==> src/rtl/task2_adder.sv <==
// -----------------------------------------------------------------------------
// task2_adder
//
// Unsigned WIDTH-bit adder with a registered (WIDTH+1)-bit sum. The core is a
// ripple chain of full-adder cells. The carry-out of the last cell becomes the
// top bit of the sum, so no result can overflow.
//
// Ports:
//   i_w_clk      - system clock, rising-edge active
//   i_w_reset_n  - asynchronous active-low reset; clears the sum register
//   i_w_a        - operand A, unsigned, WIDTH bits
//   i_w_b        - operand B, unsigned, WIDTH bits
//   o_w_s        - registered A+B, WIDTH+1 bits; bit WIDTH is the carry-out
//
// Latency is one clock. A new operand pair is accepted on every cycle.
// -----------------------------------------------------------------------------
module task2_adder #(
  parameter int WIDTH = 6
) (
  input  logic             i_w_clk,
  input  logic             i_w_reset_n,
  input  logic [WIDTH-1:0] i_w_a,
  input  logic [WIDTH-1:0] i_w_b,
  output logic [WIDTH:0]   o_w_s
);

  // carry[i] is the carry into cell i. carry[WIDTH] is the carry-out.
  logic [WIDTH:0]   carry;
  logic [WIDTH-1:0] sum_bits;
  logic [WIDTH:0]   sum_p0;
  logic [WIDTH:0]   s_p1;

  assign carry[0] = 1'b0;

  // Stage p0: combinational ripple-carry chain
  for (genvar i = 0; i < WIDTH; i++) begin : g_fa
    assign sum_bits[i] = i_w_a[i] ^ i_w_b[i] ^ carry[i];
    assign carry[i+1]  = (i_w_a[i] & i_w_b[i])
                       | (i_w_a[i] & carry[i])
                       | (i_w_b[i] & carry[i]);
  end

  assign sum_p0 = {carry[WIDTH], sum_bits};

  // Stage p1: output register. The sum is cleared as soon as reset asserts,
  // so the output is never left holding a stale result.
  always_ff @(posedge i_w_clk or negedge i_w_reset_n) begin
    if (!i_w_reset_n) begin
      s_p1 <= '0;
    end else begin
      s_p1 <= sum_p0;
    end
  end

  assign o_w_s = s_p1;

endmodule

==> config.mk <==
export PLATFORM = sky130hd
export DESIGN_NAME = task2_adder
export DESIGN_NICKNAME = d
export VERILOG_FILES = /design/src/rtl/task2_adder.sv
export SDC_FILE = /design/constraint.sdc
export NUM_CORES = 1
export LEC_CHECK = 0
export CORE_AREA = 2 2 39 41
export CTS_CLUSTER_SIZE = 16
export DETAILED_ROUTE_END_ITERATION = 10
export DIE_AREA = 0 0 41 43
export MAX_ROUTING_LAYER = met4
export PLACE_DENSITY = 0.54
export SLEW_MARGIN = 20
export SYNTH_ARGS = -nofsm -noshare
export SYNTH_HDL_FRONTEND = slang
export SYNTH_SLANG_ARGS = --single-unit
==> constraint.sdc <==
create_clock -name i_w_clk -period 0.8 [get_ports i_w_clk]
set_input_delay 0.16 -clock i_w_clk [delete_from_list [all_inputs] [get_ports i_w_clk]]
set_output_delay 0.16 -clock i_w_clk [all_outputs]
set_load 0.02 [all_outputs]
Word level (Yosys, flattened, before mapping)
Index checks and enable logic that the tools add are counted.
{"block": "classes", "add_sub_neg": 0, "multipliers": 0, "n_div": 0, "magnitude_cmp": 0, "n_eq_ne": 0, "shifts": 0, "mux": 0, "bitwise": 37, "n_reduce_logical": 0}
{"cell": "$and 1x1->1", "n": 16}
{"cell": "$xor 1x1->1", "n": 11}
{"cell": "$or 1x1->1", "n": 10}
{"block": "totals", "regBits": 7, "latchBits": 0, "mem_bits_rw": 0, "mem_bits_ro": 0, "input_bits": 14, "wordCells": 38, "memories": 0}

Logic depth before layout (Yosys ltp)
{"block": "depth", "word_depth": 16, "ltp_mapped": 8}

Worst setup path after synthesis
No wires, ideal clock.
{"block": "synth_timing", "path_kind": "input-to-reg", "startpoint": "in i_w_a[0]", "endpoint": "reg s_p1[5], in the netlist o_w_s[5]", "arrival_time_ns": 2.343, "required_ns": 0.736, "path_slack_ns": -1.607, "stages": 8, "n_path_buf": 0, "path_cell_list": "ha_1 -> fa_1 -> fa_1 -> fa_1 -> fa_1 -> inv_1 -> fa_1 -> inv_1"}
{"block": "synth_between", "elab_chain_cells": 14}
{"item": "from (decl)", "line": "22", "text": "input logic [WIDTH-1:0] i_w_a,"}
{"item": "$and 1x1->1 (*)", "line": "38", "text": "assign carry[i+1] = (i_w_a[i] & i_w_b[i])"}
{"item": "$and 1x1->1", "line": "39", "text": "| (i_w_a[i] & carry[i])"}
{"item": "$or 1x1->1", "line": "39"}
{"item": "$or 1x1->1 (*)", "line": "40", "text": "| (i_w_b[i] & carry[i]);"}
{"item": "$and 1x1->1", "line": "39"}
{"item": "$or 1x1->1", "line": "39"}
{"item": "$or 1x1->1 (*)", "line": "40"}
{"item": "$and 1x1->1", "line": "39"}
{"item": "$or 1x1->1", "line": "39"}
{"item": "$or 1x1->1 (*)", "line": "40"}
{"item": "$and 1x1->1", "line": "39"}
{"item": "$or 1x1->1", "line": "39"}
{"item": "$or 1x1->1 (*)", "line": "40"}
{"item": "$xor 1x1->1 (*)", "line": "37", "text": "assign sum_bits[i] = i_w_a[i] ^ i_w_b[i] ^ carry[i];"}
{"item": "via sum_bits[5]", "line": "29", "text": "logic [WIDTH-1:0] sum_bits;"}
{"item": "to (signal assigned)", "line": "51", "text": "s_p1 <= sum_p0;"}
{"item": "to (decl)", "line": "31", "text": "logic [WIDTH:0] s_p1;"}
Mark *: on every way through the listed nets, which the timed path passes. The rest lies on a longest branch.

Worst setup path after layout
Ends and elaborated chain as after synthesis.

==> impl_metrics.env <==
export IMPL_layout_common_cells="buf_6, clkdlybuf4s50_1, dfrtp_1"
export IMPL_grt_max_degree=8
export IMPL_diodes=0
export IMPL_wl_um=571
export IMPL_max_freq_ghz=0.470
export IMPL_violations="negative setup slack"
export IMPL_grt_antenna_before_repair=0
export IMPL_arrival_ps=2320
export IMPL_clock_sinks=7
export IMPL_cp_slowest_stage_delay_ps=430
export IMPL_nets=63
export IMPL_pin_count=21
export IMPL_hold_viol=0
export IMPL_max_slew_margin_pct=80.7
export IMPL_power_density_nw_per_um2=1890
export IMPL_finalSetupViolCount=12
export IMPL_drtPass1Iterations=1
export IMPL_die_h_um=43
export IMPL_cp_cell_sequence="buf_6, ha_4, fa_2, fa_2, fa_2, fa_2, inv_2, fa_2, inv_2"
export IMPL_start_kind="input pin"
export IMPL_largest_register_ffs=7
export IMPL_grt_usage_pct=9.21
export IMPL_first_global_vias=229
export IMPL_die_area_um2=1760
export IMPL_ant_nets=0
export IMPL_end_kind="register"
export IMPL_cts_buffers=3
export IMPL_critPathSlowestCell="fa_2"
export IMPL_hold_buffers=0
export IMPL_yosys_warnings=0
export IMPL_p_leak_uw=0.000260
export IMPL_h_tree_depth=1
export IMPL_vias=215
export IMPL_dp_cells=54
export IMPL_crit_path_max_fanout=1
export IMPL_fillCellCount=130
export IMPL_worstHoldPathType="in -> reg"
export IMPL_ir_worst_vdd_mv=0.656
export IMPL_yosysSeqAreaShare_pct=57.1
export IMPL_tightest_slew_ps=289
export IMPL_fin_ws_ps=-1330
export IMPL_gr_total_overflow=0
export IMPL_worst_path_most_repeated_cell="fa_2"
export IMPL_initial_utilization_pct=22.2
export IMPL_whs_ps=131
export IMPL_finalWeightedCongestion=0.579
export IMPL_finalMaxSlewViolations=0
export IMPL_die_w_um=41
export IMPL_placementRows=14
export IMPL_avgSynthCellArea_um2=17.0
export IMPL_port_buffers=20
export IMPL_min_period_over_period_pct=266
export IMPL_worstPathRequired_ps=990
export IMPL_clk_pin_slew_ps=50
export IMPL_grt_pass1_wl_um=897
export IMPL_syn_instance_count=18
export IMPL_status="finished, violations left"
export IMPL_clk_path_buf_depth=2
export IMPL_post_drt_wl_per_cell_um=9.84
export IMPL_routed_via_density=3.71
export IMPL_area_growth_pct=89.0
export IMPL_cts_setup_buffers=0
export IMPL_cts_tree="yes"
export IMPL_fin_crit_ps=2130
export IMPL_cts_root_buf="clkbuf_4"
export IMPL_final_cells=58
export IMPL_path_class="in -> reg"
export IMPL_rsz0062_at_grt="yes"
export IMPL_syn_area_um2=307
export IMPL_drive_gt1_share_pct=52.4
export IMPL_syn_num_nets=38
export IMPL_synth_cell_types=4
export IMPL_route_detailed_drc=0
export IMPL_ys_seq_elements=7
export IMPL_drt_iter0_markers=0
export IMPL_max_cap_viol_count=0
export IMPL_core_um2=1380
## cell families (layout without fill, tap and decap cells)
kind of cell | after synthesis | count (layout) | share of synthesized area, %
buf+inv | 5 | 29 | 6.12
fa+ha+maj | 6 | 6 | 36.7
flops | 7 | 7 | 57.1
## stage by stage
step	utilization [%]	total power (µW)	instance area (µm²)	setup WS, ps	TNS, ps
3_5_place_dp	39.9	777	552	-1960	-10080
5_1_grt	41.9	1190	579	-1370	-5340
6_report	41.9	1100	579	-1330	-4990
2_1_floorplan	-	562	332	-1420	-4900
4_1_cts	42.4	1120	587	-1450	-5630
3_3_place_gp	39.9	776	552	-1940	-9990
## layout make-up
cell class	instances	area (µm²)	share of cell area, %
Inverter	5	18.8	3.24
Sequential cell	7	175	30.2
Timing Repair Buffer	20	201	34.8
Clock buffer	4	26.3	4.54
Multi-Input combinational cell	6	138	23.8
Tap cell	16	20.0	3.46
## what timing repair did
item                                    4_1_cts  5_1_grt
resized for setup                            54        5
pin swaps                                     5        6
hold endpoints to repair                      0        0
endpoints found under the setup margin       13       12
## power breakdown
group          switching (µW)  total [µW]  internal [µW]
Sequential               23.9         436            412
Combinational             155         352            197
Clock                     119         309            190
Total                     298        1100            798
## path summary, 6_finish.rpt
kind | startpoint | end | slack, ps | depth (start not counted)
min in group asynchronous | i_w_reset_n | o_w_s[3]$_DFF_PN0_ | 160 | 1
max | i_w_a[0] | o_w_s[5]$_DFF_PN0_ | -1330 | 9
max in group asynchronous | i_w_reset_n | o_w_s[4]$_DFF_PN0_ | 420 | 1
min | i_w_b[0] | o_w_s[0]$_DFF_PN0_ | 130 | 2
## metal layers
layer	GRT usage, %	part of all wire, %	vias to the layer above
met4	10.0	3.0	0
met3	6.28	19	2
met5	-	0	-
li1	-	-	98
met1	8.16	34	93
met2	11.6	44	22
## Yosys cell counts (all sizes together)
cell	number	area (µm²)
fa	5	100
inv	5	18.8
dfrtp	7	175
ha	1	12.5
## worst max-delay path, delay by kind of cell
family	cells	cell delay (ps)
buffers and inverters	3	220
adders and majority gates	6	1940
(Power assumes the default switching activity.)
